===== src/rtl/reg_issue_decode.sv =====
// SLC3-M register decode/issue stage with per-register outstanding-write scoreboard.
// Optional RAW_BYPASS_EN lets a source whose last write retires this cycle count as free.
module reg_issue_cnt #(
    parameter int CNT_W = 2
) (
    input  logic             Clk,
    input  logic             Reset,
    input  logic             inc,
    input  logic             dec,
    output logic [CNT_W-1:0] cnt,
    output logic             sat,
    output logic             one,
    output logic             under
);
    always_ff @(posedge Clk or posedge Reset) begin
        if (Reset)
            cnt <= '0;
        else if (inc && !dec)
            cnt <= cnt + CNT_W'(1);
        else if (dec && !inc && cnt != '0)
            cnt <= cnt - CNT_W'(1);
    end

    assign sat   = &cnt;
    assign one   = (cnt == CNT_W'(1));
    // A same-cycle issue to this register absorbs the retirement, so no underflow.
    assign under = dec && !inc && (cnt == '0);
endmodule

module reg_issue_decode #(
    parameter int CNT_W      = 2,
    parameter bit IMM_DECODE = 1'b1
) (
    input  logic        Clk,
    input  logic        Reset,
    input  logic        ir_valid,
    input  logic [15:0] IR,
    output logic        ir_ready,
    output logic        out_valid,
    input  logic        out_ready,
    output logic [2:0]  DR,
    output logic [2:0]  SR1,
    output logic [2:0]  SR2,
    output logic        dr_we,
    output logic        sr1_re,
    output logic        sr2_re,
    output logic [3:0]  opcode,
    input  logic        wb_valid,
    input  logic [2:0]  wb_addr,
    output logic [7:0]  busy,
    output logic        wb_err
);
    localparam int NREG = 8;

    logic [2:0] d_dr, d_sr1, d_sr2;
    logic       d_we, d_re1, d_re2;
    logic       hazard, accept;

    logic [NREG-1:0][CNT_W-1:0] cnt;
    logic [NREG-1:0]            inc, dec, sat, one, under, busy_eff;

    logic unused_ir;
    assign unused_ir = ^IR[4:3];

    always_comb begin
        d_dr  = '0;
        d_sr1 = '0;
        d_sr2 = '0;
        d_we  = 1'b0;
        d_re1 = 1'b0;
        d_re2 = 1'b0;
        case (IR[15:12])
            4'b0001, 4'b0101, 4'b1111, 4'b1010, 4'b1011: begin
                d_dr  = IR[11:9];
                d_we  = 1'b1;
                d_sr1 = IR[8:6];
                d_re1 = 1'b1;
                d_sr2 = IR[2:0];
                d_re2 = !(IMM_DECODE && IR[5]);
            end
            4'b1001: begin
                d_dr  = IR[11:9];
                d_we  = 1'b1;
                d_sr1 = IR[8:6];
                d_re1 = 1'b1;
            end
            4'b0010, 4'b1110: begin
                d_dr = IR[11:9];
                d_we = 1'b1;
            end
            4'b0011: begin
                d_sr1 = IR[11:9];
                d_re1 = 1'b1;
            end
            4'b0110: begin
                d_dr  = IR[11:9];
                d_we  = 1'b1;
                d_sr2 = IR[8:6];
                d_re2 = 1'b1;
            end
            4'b0111: begin
                d_sr1 = IR[11:9];
                d_re1 = 1'b1;
                d_sr2 = IR[8:6];
                d_re2 = 1'b1;
            end
            4'b1100: begin
                d_sr2 = IR[8:6];
                d_re2 = 1'b1;
            end
            4'b0100: begin
                d_dr = 3'd7;
                d_we = 1'b1;
                if (!IR[11]) begin
                    d_sr2 = IR[8:6];
                    d_re2 = 1'b1;
                end
            end
            default: ;
        endcase
    end

    genvar r;
    generate
        for (r = 0; r < NREG; r++) begin : g_reg
            assign inc[r] = accept && d_we && (d_dr == 3'(r));
            assign dec[r] = wb_valid && (wb_addr == 3'(r));
            assign busy[r] = (cnt[r] != '0);
`ifdef RAW_BYPASS_EN
            assign busy_eff[r] = busy[r] && !(dec[r] && one[r]);
`else
            assign busy_eff[r] = busy[r];
`endif
            reg_issue_cnt #(.CNT_W(CNT_W)) u_cnt (
                .Clk   (Clk),
                .Reset (Reset),
                .inc   (inc[r]),
                .dec   (dec[r]),
                .cnt   (cnt[r]),
                .sat   (sat[r]),
                .one   (one[r]),
                .under (under[r])
            );
        end
    endgenerate

    logic unused_one;
    assign unused_one = ^one;

    // Saturation is judged on the registered count only; a retirement frees it next cycle.
    assign hazard   = (d_re1 && busy_eff[d_sr1]) || (d_re2 && busy_eff[d_sr2]) ||
                      (d_we && sat[d_dr]);
    assign ir_ready = !Reset && (!out_valid || out_ready) && !hazard;
    assign accept   = ir_valid && ir_ready;

    always_ff @(posedge Clk or posedge Reset) begin
        if (Reset) begin
            out_valid <= 1'b0;
            DR        <= '0;
            SR1       <= '0;
            SR2       <= '0;
            dr_we     <= 1'b0;
            sr1_re    <= 1'b0;
            sr2_re    <= 1'b0;
            opcode    <= '0;
            wb_err    <= 1'b0;
        end else begin
            if (accept) begin
                out_valid <= 1'b1;
                DR        <= d_dr;
                SR1       <= d_sr1;
                SR2       <= d_sr2;
                dr_we     <= d_we;
                sr1_re    <= d_re1;
                sr2_re    <= d_re2;
                opcode    <= IR[15:12];
            end else if (out_ready) begin
                out_valid <= 1'b0;
            end
            if (|under)
                wb_err <= 1'b1;
        end
    end
endmodule


===== config.mk =====
export PLATFORM = sky130hd
export DESIGN_NAME = reg_issue_decode
export DESIGN_NICKNAME = d
export VERILOG_FILES = /design/src/rtl/reg_issue_decode.sv
export SDC_FILE = /design/constraint.sdc
export NUM_CORES = 1
export LEC_CHECK = 0
export ABC_AREA = 1
export BUFFER_PORTS_ARGS = -buffer_cell sky130_fd_sc_hd__buf_4
export CORE_MARGIN = 1
export CORE_UTILIZATION = 40
export CTS_CLUSTER_SIZE = 40
export DETAILED_ROUTE_END_ITERATION = 16
export GPL_TIMING_DRIVEN = 0
export HOLD_SLACK_MARGIN = 0.06
export PLACE_DENSITY = 0.67
export SYNTH_ARGS = -nofsm -noshare
export SYNTH_HDL_FRONTEND = slang
export SYNTH_SLANG_ARGS = --single-unit

===== constraint.sdc =====
create_clock -name Clk -period 2.5 [get_ports Clk]
set_input_delay 0.25 -clock Clk [delete_from_list [all_inputs] [get_ports Clk]]
set_output_delay 0.25 -clock Clk [all_outputs]
set_load 0.01 [all_outputs]

# == Yosys cells after proc, flatten, opt, wreduce, memory -nomap -nowiden ==
# Index checks and enable logic that the tools add are counted.
# classes
multipliers,0
n_addsub,16
n_eq_ne,27
div,0
n_bitwise,0
order_cmp,3
reduce_logical,121
shift,0
muxes,32
# ops
cell,n
logical AND 1 bit,55
nonzero test 2 bit,17
2-to-1 mux 2 bit,16
== test 3 bit (second input constant),8
== test 4 bit (second input constant),6
zero test 1 bit,20
adder 2 x 1 -> 2 bit (second input constant),8
== test 4 x 3 -> 1 bit (second input constant),4
zero test 2 bit,8
AND reduction 2 bit,8
OR reduction 8 bit,2
subtractor 2 x 1 -> 2 bit (second input constant),8
== test 3 x 2 -> 1 bit (second input constant),4
< comparator 3 x 4 -> 1 bit (second input constant),3
one-hot mux 3 bit (2 select lines),2
OR reduction 10 bit,1
binary-select mux 1 bit (select 3 bit),3
one-hot mux 3 bit (3 select lines),1
OR reduction 9 bit,1
== test 4 x 2 -> 1 bit (second input constant),2
2-to-1 mux 1 bit,8
== test 3 x 1 -> 1 bit (second input constant),2
zero test 3 bit,2
OR reduction 6 bit,1
7 further kinds,9
# word_totals
word_cells,216
ram_bits,0
latch_bits,0
out_inout_bits,27
mem_count,0
regBits,34
mem_bits_ro,0
in_bits,24

# == Depth between registers and ports, before layout ==
# Gate-level depths: netlist of run 1.
# logic_depth
depth_word,18
depth_mapped,21
mapped_depth_nobuf,21

# == Hierarchy ==
# Synthesis of run 1 repeated with hierarchy kept, for this count alone.
# unflattened
hier_cells,451
area_unflattened_um2,3005.4
# modules_own_cells
module,n_inst,cells_each,area_each_um2,seq_area_each_um2
reg_issue_decode,1,259,1634.1,450.4
reg_issue_cnt,8,24,171.4,50.0

# == Worst setup path after synthesis of run 1 ==
# OpenSTA, ideal clock, no wires.
# synth_path
kind,input port to flip-flop
from,input port IR[15]
to,register dr_we
arrival_ps,1852
slack_ps,526
setup_ps,122
required_ps,2378
cell_stages,18
cell_sequence,inv_2 > nand2_1 > inv_2 > nand2_2 > nand2_1 > nand2_2 > inv_2 > nand2_1 > nand2_1 > nand2_1 > nand2_1 > nand3_2 > nor2_8 > nand2_4 > buf_2 > buf_4 > nand2_1 > o21ai_1
# synth_between
elab_chain_len,11
elab_cells_between_ends,40
classes_between,eq/ne: 13; mux: 12; reduce/logical: 15
# synth_rtl
item,line,text
from (decl),37,"input logic [15:0] IR,"
"== test 4 x 1 -> 1 bit, or another cell as far along",72,case (IR[15:12])
"OR reduction 5 bit, or another cell as far along",n/a,
one-hot mux 3 bit (3 select lines) or one-hot mux 3 bit (2 select lines) (tied branches),72,
binary-select mux 1 bit (select 3 bit),151,assign hazard = (d_re1 && busy_eff[d_sr1]) || (d_re2 && busy_eff[d_sr2]) ||
2-to-1 mux 1 bit (implied by the code),151,
logical AND 1 bit,151,
logical OR 1 bit,151,
logical OR 1 bit (*),151,
zero test 1 bit (*),153,assign ir_ready = !Reset && (!out_valid || out_ready) && !hazard;
logical AND 1 bit (*),153,
named net ir_ready,38,"output logic ir_ready,"
logical AND 1 bit (*),154,assign accept = ir_valid && ir_ready;
to (signal assigned),173,dr_we <= d_we;
to (decl),44,"output logic dr_we,"
# Mark *: on every way through the listed nets, which the timed path passes. The rest lies on a longest branch. The select of a mux whose other input is x is not followed.
# A chain may end at the register's enable or synchronous reset.

# == Final worst setup path of run 1 ==
# layout_path
from,input port IR[15]
to,register g_reg[3].u_cnt.cnt[0]
# layout_between
elab_chain_len,17
elab_cells_between_ends,49
classes_between,eq/ne: 14; mux: 13; reduce/logical: 22
# layout_rtl
item,line,text
"== test 4 x 1 -> 1 bit, or another cell as far along",72,
"OR reduction 5 bit, or another cell as far along",n/a,
one-hot mux 3 bit (3 select lines) or one-hot mux 3 bit (2 select lines) (tied branches),72,
binary-select mux 1 bit (select 3 bit),151,
2-to-1 mux 1 bit (implied by the code),151,
logical AND 1 bit,151,
logical OR 1 bit (2 in series),151,
zero test 1 bit,153,
logical AND 1 bit,153,
logical AND 1 bit,154,
logical AND 1 bit,126,assign inc[r] = accept && d_we && (d_dr == 3'(r));
logical AND 1 bit (*),126,
zero test 1 bit,20,else if (dec && !inc && cnt != '0)
logical AND 1 bit (2 in series),20,
nonzero test 2 bit (no source line),n/a,
to (signal assigned),19,cnt <= cnt + CNT_W'(1);
to (signal assigned),21,cnt <= cnt - CNT_W'(1);
to (decl),10,"output logic [CNT_W-1:0] cnt,"
# Mark *: on every way between the ends. The rest lies on a longest branch, timed or not. The select of a mux whose other input is x is not followed.

==> results list, run 1 <==
- The flow ran to the end, and the final reports show no timing, DRC or antenna violations.
- Max-cap violations in this run came to 0.
* Number of max-slew violations in the final report: 0
- Root buffer cell: sky130_fd_sc_hd__clkbuf_8
* List of cells traversed by the critical path: buf_4, inv_2, nand2_1, inv_2, nand2_2, nand2_1, nand2_2, inv_2, nand2_1, nand2_1, nand2_1, nand2_1, nand3_2, nor2_8, nand2_4, nor2_2, nand3_1, nand2_1, xor2_1
- Headroom to the max-slew limit: 51.4%
- All-Layer GR Usage: 21.2%
* Net switching power of the design: 1.02 mW
- In the post-synthesis netlist, the biggest area contributors are sky130_fd_sc_hd__dfrtp_1, sky130_fd_sc_hd__nand2_1, sky130_fd_sc_hd__nand3_1.
- Ranked by instance count, the synthesized netlist is headed by sky130_fd_sc_hd__nand2_1, sky130_fd_sc_hd__nand3_1, sky130_fd_sc_hd__inv_1.
* Start-to-end type of the worst setup path: input port to flip-flop
- Remaining antenna violation count after routing: 0
- Setup violations remaining at the end of the flow were counted as 0.
- Of all cell types, the one taking the most synthesized area is sky130_fd_sc_hd__dfrtp_1.
* CTS sink count: 34
- Crit-path max FO: 10
* DP Wirelength: 4910 um
- Placeable core area: 0.00592 mm2
- Setup repair after global routing left no endpoint under its margin.
- Across all hold checks on the routed design, the worst slack comes to 0.0991 ns.
* Pin count of the biggest net entering global routing: 35
- Die Y-Extent: 80.2 um
- TritonCTS built the clock tree.
* Initial Utilization: 41.3%
- The initial antenna violation count is 0.
* H-tree levels: 2
- Row generation in the floorplan step produced 28 rows.
- Depth of the worst register-to-register path: 12
- Die width: 80.2 um
- After detailed routing, the total wire length is 6160 um.
- The first routing iteration left 135 violations.
* Vias in the first global route: 2,378
- Combinational cell fraction of total power: 47.3%
* Fraction of the cycle the final worst path needs: 87.4%
- The worst hold path belongs to the class input port to async pin.
* Reg-to-reg critical path startpoint: g_reg[0].u_cnt.cnt[0]
* Netlist cell types: 27
- Post-synth design cell area: 0.00244 mm2
- Share of final-layout standard cells stronger than drive strength 1: 21.0%
- Static timing analysis puts the maximum clock frequency at 458 MHz.
- For this design, the slowest cell found on the critical path is sky130_fd_sc_hd__nor2_8.
- Longest Clk Path Bufs: 2
- Total power of the final layout: 2.48 mW
* Post-cts repair resize count: 0
- EDFF count, synth: 0
- Data on the critical path is required at its endpoint by 2.71 ns.
* Area growth from synthesis to layout: 21.6%
* Most Frequent Cell on Critical Path: sky130_fd_sc_hd__nand2_1
- Dividing the detail-routed via count by the number of cells gives 4.92.
* Share of flip-flops with an asynchronous set or reset after synthesis: 100%
- Number of fill cells in the layout: 641
* Antenna diode count: 0
- I/O pin count: 51
- Share of Yosys cell area claimed by the top area cell type: 34.8%
* Post-CTS Hold Fix Bufs: 0
- In this run switching power makes up 41.2% of total power.
- Cell internal power was estimated by the tool at 1.46 mW.
- The worst setup path is launched from an input port.
- Sequential cells account for 36.4% of the total power.
- After synthesis the netlist holds a flip-flop and latch count of 34.
* Post-Layout Cell Count: 499
* Final min period: 2.19 ns
- In the routed design, unresolved DRC markers number 0.
- In this run the post-CTS setup repair buffer count came out at 0.
* Primary FF master, synth: sky130_fd_sc_hd__dfrtp_1
- The die covers 0.00643 mm2.
- Tightest Pin Transition: 0.727 ns
- Count of synthesis-stage warnings from yosys: 0
- Of the synthesized area, sequential elements account for 34.8%.
- The worst register-to-register path ends at g_reg[3].u_cnt.cnt[0].
- Share of total power in the clock network: 16.3%
- The first TritonRoute pass finished after 4 iterations.
- The clock arrives with 0.00417 ns of skew.
* Clock-pin slew on the worst setup and hold paths: 0.07 ns
* Post-Route Setup TNS: 0 ns
- End-of-flow core utilization: 50.2%
* Critical path data arrival time: 2.40 ns
* Wirelength per Cell: 12.3 um
- After the last flow step, the layout net total stands at 449.
- Summed over all cells, the static leakage comes to 1.68 nW.
* Aggregate global routing overflow: 0
* Count of mapped cells out of synthesis: 371
- Clock tree synthesis inserted a total of 5 buffers.
- FF-to-FF setup slack: 0.31 ns
* Synthesized Nets: 395
* Most frequent cell after synthesis: sky130_fd_sc_hd__nand2_1
* Count of vias placed by the detailed router: 2,457
- In this run the worst setup path begins at IR[15].
* Worst-Skew Late Latency: 0.28 ns
- Avg Inst Size Synth: 6.59 um2
- The first global-routing pass estimated 10,600 um of wire.
- Delay contributed by the slowest stage of the critical path: 0.20 ns
- Final Wtd Congestion: 0.917
* Critical Path End Type: flip-flop
* Placed Instances: 493
- Peak VDD IR: 396 uV
- The final number of hold-violating endpoints was 0.
- # port buffers: 47
* Total power density per cell area: 835 mW/mm2
-- state kept, by name, summed over array words and instances, names as in the netlist --
name	count
g.u_cnt.cnt	16
out_valid	1
sr2_re	1
SR1	3
dr_we	1
DR	3
SR2	3
sr1_re	1
opcode	4
wb_err	1
-- cells in the final DEF, fill, tap and decap left out --
cell	Yosys	layout
sky130_fd_sc_hd__or2_1	1	1
sky130_fd_sc_hd__nor2_8	2	2
sky130_fd_sc_hd__nand3b_2	1	1
sky130_fd_sc_hd__o211ai_1	1	1
sky130_fd_sc_hd__o21ai_1	13	13
sky130_fd_sc_hd__xor2_1	5	5
sky130_fd_sc_hd__o21bai_1	1	1
sky130_fd_sc_hd__nand4_1	10	10
sky130_fd_sc_hd__nand2_4	3	3
sky130_fd_sc_hd__dfrtp_1	34	34
sky130_fd_sc_hd__nand3_1	56	56
sky130_fd_sc_hd__buf_4	2	49
sky130_fd_sc_hd__a21oi_1	2	2
sky130_fd_sc_hd__nand3_2	5	5
sky130_fd_sc_hd__inv_2	6	7
sky130_fd_sc_hd__nand2_1	116	116
sky130_fd_sc_hd__nor2_2	2	2
sky130_fd_sc_hd__o21ai_0	7	7
sky130_fd_sc_hd__nand2_2	9	9
sky130_fd_sc_hd__buf_2	2	2
sky130_fd_sc_hd__nor3_1	5	5
sky130_fd_sc_hd__nor2_1	35	35
sky130_fd_sc_hd__nand4_2	2	2
sky130_fd_sc_hd__or2_4	1	1
sky130_fd_sc_hd__clkbuf_8	0	6
sky130_fd_sc_hd__inv_1	47	46
sky130_fd_sc_hd__a21boi_1	1	1
sky130_fd_sc_hd__nand3b_1	2	2
-- cell type report --
cell class                      instances  area (um2)  area share, %
Inverter                               53         199           6.69
Buffer                                  4        25.0          0.841
Timing Repair Buffer                   47         353           11.9
Tap cell                               75        93.8           3.16
Sequential cell                        34         851           28.6
Multi-Input combinational cell        280        1370           46.1
Clock buffer                            6        82.6           2.78
-- how the worst max path moves through the flow --
stage / endpoint / cells past startpoint / slack [ns]
5_1_grt: wb_err / 19 / 0.07
4_1_cts: g_reg[3].u_cnt.cnt[0] / 12 / 0.31
3_3_place_gp: opcode[3] / 19 / 0.07
2_1_floorplan: dr_we / 18 / 0.53
3_5_place_dp: g_reg[3].u_cnt.cnt[0] / 19 / 0.02
6_report: g_reg[3].u_cnt.cnt[0] / 19 / 0.31
-- power groups by stage --
| stage | Clock (mW) | Sequential [mW] | Combinational, mW |
|---|---|---|---|
| after floorplan | 0 | 0.940 | 0.662 |
| after global placement | 0 | 0.901 | 1.16 |
| after detailed placement | 0 | 0.912 | 1.18 |
| after CTS | 0.416 | 0.905 | 1.18 |
| after global routing | 0.430 | 0.932 | 1.33 |
| final | 0.406 | 0.904 | 1.17 |
-- worst max-delay path, delay by kind of cell --
kind	cells	cell delay, ns
AND/OR/NAND/NOR	14	1.60
buffers and inverters	4	0.39
XOR/XNOR	1	0.14
-- layer usage --
metal | global-route usage, % | wire length [um]
met1 | 27.0 | 2880
met2 | 35.5 | 2920
met4 | 7.68 | 78
met3 | 3.98 | 277
met5 | 0 | 0
-- stage by stage --
stage | instance area (um2) | setup WS [ns]
floorplan | 2440 | 0.526
global route | 2970 | 0.0690
global placement | 2890 | 0.0719
CTS | 2970 | 0.313
finish | 2970 | 0.315
detailed placement | 2890 | 0.0249
-- cell families (layout without fill, tap and decap cells) --
family          count (synthesis)  after routing  synth area share [%]
compound gates                 25             25                  5.42
simple gates                  250            250                  48.8
buf+inv                        57            110                  9.16
xor+xnor                        5              5                  1.79
flops                          34             34                  34.8
(Power assumes the default switching activity.)
==> inputs of run 2 (changes only) <==
PLACE_DENSITY = 0.7   (was 0.67)
SETUP_SLACK_MARGIN = 0.02   (was not set)
clock period = 1.97 ns   (was 2.5 ns; I/O delays follow)
==> results list, run 2 (synthesis results as in run 1) <==
- Antenna diode count: 0 (unchanged)
* Pin count of the biggest net entering global routing: 35 (unchanged)
* Setup slack after placement: -0.413 ns (was 0.0249 ns)
* Number of nets in the layout: 475 (was 449)
* Most frequent standard cell in the layout excluding fill and tap cells: sky130_fd_sc_hd__nand2_1 (unchanged)
* Worst-Skew Late Latency: 0.29 ns (was 0.28 ns)
- Leakage power summed over all cells: 1.88 nW (was 1.68 nW)
- Number of fill cells in the layout: 539 (was 641)
- Status: finished with violations (was completed).
* Tightest Pin Transition: 0.726 ns (was 0.727 ns)
* Die Y-Extent: 80.2 um (unchanged)
- Number of maximum-capacitance constraint violations: 0 (unchanged)
- Final Wtd Congestion: 0.869 (was 0.917)
* CTS sink count: 34 (unchanged)
* Number of max-slew violations in the final report: 0 (unchanged)
* Top register by number of flip-flops: g.u_cnt.cnt (unchanged)
- CTS tree: yes (unchanged)
- The average routed wire per standard cell is 13.6 um (was 12.3 um).
- Peak VDD IR: 598 uV (was 396 uV)
- Post-Layout Cell Count: 527 (was 499)
- Drt initial violations: 213 (was 135)
* Detailed-route DRC error count: 0 (unchanged)
- The final setup violation count is 32 (was 0).
- The number of routed nets with antenna violations came to 0 (unchanged).
- The number of vias per cell after detailed routing came to 5.25 (was 4.92).
- The number of cells after detailed placement came to 493 (unchanged).
- Critical Path End Type: output port (was flip-flop)
- The area of all placed cells without fillers came to 0.00349 mm2 (was 0.00297 mm2).
* Post-CTS Hold Fix Bufs: 0 (unchanged)
- All-Layer GR Usage: 22.6% (was 21.2%)
* Share of final-layout standard cells stronger than drive strength 1: 36.1% (was 21.0%)
- The class of the tightest hold or removal check is input port to async pin (unchanged).
- The HPWL reported at the end of detailed placement was 4880 um (was 4910 um).
- The maximum buffer depth of the clock tree is 2 (unchanged).
* Antenna violations before repair: 0 (unchanged)
* RSZ-0062 raised after global routing: yes (was no)
* I/O pin count: 51 (unchanged)
- Area of the multi-input gates: 0.00164 mm2 (was 0.00137 mm2)
- The flip-flop count of the largest register after layout is 16 (unchanged).
* Regs by FF count: g.u_cnt.cnt x16, opcode x4 (unchanged)
* Placeable core area: 0.00592 mm2 (unchanged)
- The number of H-tree levels came to 2 (unchanged).
* Setup ws final: -0.107 ns (was 0.315 ns)
- Total number of placement rows: 28 (unchanged)
* Final Hold Violating Endpoints: 0 (unchanged)
- The remaining max-slew budget at the tightest pin came to 51.5% (was 51.4%).
- The total routed wirelength came to 7180 um (was 6160 um).
* Initial Utilization: 41.3% (unchanged)
- The CTS root buffer is sky130_fd_sc_hd__clkbuf_8 (unchanged).
* Final min period: 2.08 ns
* Total power density per cell area: 1110 mW/mm2 (was 835 mW/mm2)
- Start-to-end type of the worst setup path: flip-flop to output port (was input port to flip-flop)
- The total overflow reported by the global router came to 0 (unchanged).
- Crit-path max FO: 5 (was 10)
* Failing checks: negative setup slack
- Die outline area: 0.00643 mm2 (unchanged)
- The slack of the worst reg-to-reg path is -0.09 ns (was 0.31 ns).
- # port buffers: 47 (unchanged)
- Register Area: 858 um2 (was 851 um2)
- Fraction of the cycle the final worst path needs: 105%
- The maximum clock skew at final layout came to 0.00706 ns (was 0.00417 ns).
* Cell area after placement: 0.00289 mm2 (unchanged)
- Area growth from synthesis to layout: 42.9% (was 21.6%)
* End-of-flow core utilization: 59.0% (was 50.2%)
* Count of vias placed by the detailed router: 2,766 (was 2,457)
- The global-route wire length before repair is 11,300 um (was 10,600 um).
* Required time of the critical path: 1.77 ns (was 2.71 ns)
* Most frequent cells in the layout: sky130_fd_sc_hd__nand2_1, sky130_fd_sc_hd__buf_4, sky130_fd_sc_hd__nand3_1, sky130_fd_sc_hd__inv_1, sky130_fd_sc_hd__dfrtp_1 (was sky130_fd_sc_hd__nand2_1, sky130_fd_sc_hd__nand3_1, sky130_fd_sc_hd__buf_4, sky130_fd_sc_hd__inv_1, sky130_fd_sc_hd__nor2_1)
* Clock-pin slew on the worst setup and hold paths: 0.07 ns (about the same)
- Die width: 80.2 um (unchanged)
- The total iterations of the first detailed-routing run came to 5 (was 4).
* Vias in the first global route: 2,458 (was 2,378)
* Maximum clock frequency: 481 MHz
- The startpoint class of the critical path is a flip-flop (was input port).
- Critical path data arrival time: 1.88 ns (was 2.40 ns)
* Clock buffer count from CTS: 5 (unchanged)
==> run 2: changes by cell type in the layout (fill, tap and decap cells not counted), moves of 9 or more <==
cell,before,now
sky130_fd_sc_hd__nand2_2,9,18
sky130_fd_sc_hd__nor2_1,35,25
sky130_fd_sc_hd__nor2_4,0,10
sky130_fd_sc_hd__nand2_1,116,101
sky130_fd_sc_hd__buf_4,49,70
sky130_fd_sc_hd__nand3_1,56,46
==> run 2: critical path, stage by stage, from the launching register on <==
cell and delay (ns):
sky130_fd_sc_hd__dfrtp_1 0.43, sky130_fd_sc_hd__nand2_2 0.10, sky130_fd_sc_hd__o211ai_1 0.18, sky130_fd_sc_hd__inv_1 0.06
sky130_fd_sc_hd__nand2_1 0.06, sky130_fd_sc_hd__nand2_1 0.06, sky130_fd_sc_hd__a21oi_2 0.13, sky130_fd_sc_hd__nand2_2 0.09
sky130_fd_sc_hd__nand3_4 0.15, sky130_fd_sc_hd__nor2_8 0.06, sky130_fd_sc_hd__buf_4 0.14, sky130_fd_sc_hd__buf_4 0.13
==> run 2: layer usage <==
metal  vias up  global-route usage (%)  part of all wire, %
met4         0                    5.71                  2.4
met3        22                    3.75                  5.6
met5         -                       0                    0
met2       109                    39.3                   49
li1       1351                       -                    -
met1      1284                    29.0                   43
==> run 2: report_power, final <==
group	switching [mW]	total, mW	internal (mW)
Combinational	1.05	1.99	0.947
Sequential	0.255	1.22	0.966
Clock	0.276	0.649	0.373
Total	1.58	3.86	2.29
==> run 2: worst paths after layout <==
check,to,startpoint,depth (start not counted)
max,ir_ready,g_reg[1].u_cnt.cnt[1],11
max in group asynchronous,g_reg[7].u_cnt.cnt[0],Reset,2
min in group Clk,out_valid,out_ready,2
min,SR2[2],Reset,2
min reg2reg,sr2_re,sr2_re,2
max reg2reg,g_reg[7].u_cnt.cnt[1],g_reg[0].u_cnt.cnt[0],13
==> run 2: area by class of cell <==
cell class	instances	share of cell area (%)
repair buffers	72	15.7
clock buffers	5	1.97
clock inverters	3	1.15
multi-input cells	281	47.0
plain buffers	4	1.22
well taps	75	2.69
inverters	53	5.69
flip-flops and latches	34	24.6
==> run 2: repair_timing <==
action,4_1_cts,5_1_grt
gates resized for setup,41,36
buffers inserted,14,11
setup endpoints to repair,35,35
pin swaps,16,27
cloned,1,0
==> run 2: per-stage QoR <==
step | total power [mW] | TNS, ns | hold slack, ns
3_5_place_dp | 2.66 | -12.58 | 0.419
2_1_floorplan | 2.03 | 0 | 0.293
4_1_cts | 3.66 | -0.0295 | 0.110
6_report | 3.86 | -1.53 | 0.0342
3_3_place_gp | 2.62 | -11.76 | 0.396
5_1_grt | 4.16 | -5.33 | 0.102
==> inputs of run 3 (changes only) <==
CELL_PAD_IN_SITES_DETAIL_PLACEMENT = 1   (was not set)
CELL_PAD_IN_SITES_GLOBAL_PLACEMENT = 1   (was not set)
CORE_UTILIZATION = 35   (was 40)
PLACE_DENSITY = 0.83   (was 0.7)
SKIP_LAST_GASP = 1   (was not set)
==> results list, run 3 (synthesis results as in run 1) <==
* Status: finished with violations (unchanged)
- Failing checks: negative setup slack (unchanged)
* RSZ-0062 raised after global routing: yes (unchanged)
- List of cells traversed by the critical path: nor2_4, nand3_1, nand3_1, nand3_2, nand3_2, nand3_4, nor2_8, buf_6, nand4_1, nand3_1, nand3_1, nor2_2, nand2_1 (was nand2_2, o211ai_1, inv_1, nand2_1, nand2_1, a21oi_2, nand2_2, nand3_4, nor2_8, buf_4, buf_4)
- The worst IR drop on VDD was 537 uV (was 598 uV).
* Required time of the critical path: 2.16 ns (was 1.77 ns)
- The maximum clock skew at final layout was 0.0104 ns (was 0.00706 ns).
- The proportion of layout cells with a drive suffix above 1 came to 40.3% (was 36.1%).
- FF-to-FF setup slack: -0.23 ns (was -0.09 ns)
* Most frequent cells in the layout: sky130_fd_sc_hd__nand2_1, sky130_fd_sc_hd__buf_4, sky130_fd_sc_hd__inv_1, sky130_fd_sc_hd__nand3_1, sky130_fd_sc_hd__dfrtp_1 (was sky130_fd_sc_hd__nand2_1, sky130_fd_sc_hd__buf_4, sky130_fd_sc_hd__nand3_1, sky130_fd_sc_hd__inv_1, sky130_fd_sc_hd__dfrtp_1)
- Placeable core area: 0.00676 mm2 (was 0.00592 mm2)
- Worst-Skew Late Latency: 0.30 ns (was 0.29 ns)
- The number of buffer and inverter instances along the worst setup path was 1 (was 3).
* Root buffer cell: sky130_fd_sc_hd__clkbuf_8 (unchanged)
- The post-place setup slack was -0.501 ns (was -0.413 ns).
- The die width came to 85.6 um (was 80.2 um).
* Total power density per cell area: 1080 mW/mm2 (was 1110 mW/mm2)
* Total of endpoints with negative setup slack in the final report: 34 (was 32)
* Headroom to the max-slew limit: 49.2% (was 51.5%)
- Delay contributed by the slowest stage of the critical path: 0.46 ns (was 0.43 ns)
* # port buffers: 47 (unchanged)
- In this design, the critical path's most frequently occurring cell is sky130_fd_sc_hd__nand3_1.
- The depth of the worst register-to-register path is 13 (unchanged).
- The maximum buffer depth of the clock tree was 2 (unchanged).
- Antenna violations before repair: 0 (unchanged)
- The final number of hold-violating endpoints is 0 (unchanged).
* Regs by FF count: g.u_cnt.cnt x16, opcode x4 (unchanged)
* Final min period: 2.20 ns (was 2.08 ns)
- The number of vias per cell after detailed routing was 5.27 (was 5.25).
* Hold WC Path Type: input port to async pin (unchanged)
* Clock buffer count from CTS: 5 (unchanged)
- Count of vias placed by the detailed router: 2,806 (was 2,766)
- The DRC violation total after the first TritonRoute iteration came to 121 (was 213).
- The die footprint came to 0.00732 mm2 (was 0.00643 mm2).
- Reg-to-reg critical path startpoint: g_reg[2].u_cnt.cnt[1] (was g_reg[0].u_cnt.cnt[0])
- The slowest cell on the critical path was sky130_fd_sc_hd__dfrtp_1 (unchanged).
* Number of nets in the layout: 475 (unchanged)
* Top register by number of flip-flops: g.u_cnt.cnt (unchanged)
* DP Wirelength: 5860 um (was 4880 um)
- The total iterations of the first detailed-routing run came to 4 (was 5).
- The global-route wire length before repair came to 12,900 um (was 11,300 um).
- The total overflow reported by the global router came to 0 (unchanged).
- CTS sink count: 34 (unchanged)
* Number of maximum-capacitance constraint violations: 0 (unchanged)
- CTS tree: yes (unchanged)
- Launching element type of the critical path: flip-flop (unchanged)
- Initial Utilization: 36.2% (was 41.3%)
- Setup ws final: -0.232 ns (was -0.107 ns)
- Antenna diode count: 0 (unchanged)
- Area growth from synthesis to layout: 47.9% (was 42.9%)
* Crit-path max FO: 5 (unchanged)
- The actual slew at the worst max-slew pin came to 0.761 ns (was 0.726 ns).
- The top-level port count came to 51 (unchanged).
- The capturing element type of the critical path is a flip-flop (was output port).
* All-Layer GR Usage: 22.4% (was 22.6%)
- Leakage power summed over all cells: 1.92 nW (was 1.88 nW)
- RR Endpoint: wb_err (was g_reg[7].u_cnt.cnt[1])
- H-tree levels: 2 (unchanged)
* Fraction of the cycle the final worst path needs: 112% (was 105%)
* Flip-flop count of the largest register, all copies and words added: 16 (unchanged)
- The standard-cell row count came to 30 (was 28).
* WL final: 9210 um (was 7180 um)
* Die Y-Extent: 85.6 um (was 80.2 um)
- The summed negative setup slack over all endpoints was -3.48 ns (was -1.53 ns).
- Minimum hold slack: 0.0434 ns (was 0.0342 ns)
- The kind of critical path is flip-flop to flip-flop (was flip-flop to output port).
- Final Wtd Congestion: 0.819 (was 0.869)
* Wirelength per Cell: 17.3 um (was 13.6 um)
- The number of pins with negative max-slew slack in the final report came to 0 (unchanged).
- Remaining antenna violation count after routing: 0 (unchanged)
- Clock-pin slew on the worst setup and hold paths: 0.08 ns (was 0.07 ns)
- Top Family by Delay on Critical Path: simple AND/OR/NAND/NOR gates (unchanged)
* Detailed-route DRC error count: 0 (unchanged)
- Vias in the first global route: 2,745 (was 2,458)
* Maximum clock frequency: 454 MHz (was 481 MHz)
- The signal arrival time at the worst endpoint is 2.39 ns (was 1.88 ns).
* Most frequent standard cell in the layout excluding fill and tap cells: sky130_fd_sc_hd__nand2_1 (unchanged)
* Pin count of the biggest net entering global routing: 35 (unchanged)
## run 3: cell types whose count changed in the layout (fill, tap and decap cells not counted), moves of 2 or more
cell / before / now
sky130_fd_sc_hd__nand3_1: 46 / 38
sky130_fd_sc_hd__nand3_2: 11 / 18
sky130_fd_sc_hd__o21ai_0: 6 / 4
sky130_fd_sc_hd__buf_4: 70 / 67
sky130_fd_sc_hd__nand2_1: 101 / 97
sky130_fd_sc_hd__dfrtp_1: 28 / 25
sky130_fd_sc_hd__dfrtp_2: 6 / 9
sky130_fd_sc_hd__o21ai_2: 1 / 3
sky130_fd_sc_hd__nand2_2: 18 / 20
## run 3: metrics by stage
stage / util, % / instance area [um2] / power, mW / cells
5_1_grt: 53.5 / 3610 / 4.15 / 532
3_5_place_dp: 42.9 / 2900 / 2.70 / 498
6_report: 53.5 / 3610 / 3.89 / 532
2_1_floorplan: - / 2440 / 2.03 / 371
3_3_place_gp: 42.9 / 2900 / 2.64 / 498
4_1_cts: 47.0 / 3180 / 3.51 / 514
## run 3: final cells by class
class	count	area, um2
Clock inverter	1	5.00
Multi-Input combinational cell	280	1720
Clock buffer	7	86.3
Tap cell	80	100
Sequential cell	34	862
Fill cell	867	3140
Buffer	3	35.0
Timing Repair Buffer	74	604
Inverter	53	201
## run 3: per-layer routing
layer | share of wire, % | vias up | global-route usage [%]
met5 | 0 | - | 0
met4 | 3.3 | 0 | 7.42
met3 | 4.6 | 26 | 3.56
met2 | 52 | 76 | 40.8
met1 | 40 | 1357 | 26.8
li1 | - | 1347 | -
## run 3: timing repair
action	in CTS	in global routing
hold buffers	0	0
buffers inserted	8	18
pin swaps	11	42
cloned	0	1
gates resized for setup	39	71
setup endpoints to repair	35	35
## run 3: power by group
group	switching [mW]	internal, mW
Combinational	1.14	0.937
Clock	0.277	0.282
Sequential	0.281	0.971
Total	1.70	2.19
## run 3: worst max path at each step
stage | cells after the start | slack, ns | startpoint | endpoint
global placement | 19 | -0.42 | IR[15] | dr_we
global route | 13 | -0.38 | g_reg[4].u_cnt.cnt[1] | wb_err
CTS | 11 | -0.08 | g_reg[1].u_cnt.cnt[1] | ir_ready
finish | 13 | -0.23 | g_reg[2].u_cnt.cnt[1] | wb_err
floorplan | 18 | 0.05 | IR[15] | dr_we
detailed placement | 19 | -0.50 | IR[15] | g_reg[3].u_cnt.cnt[0]
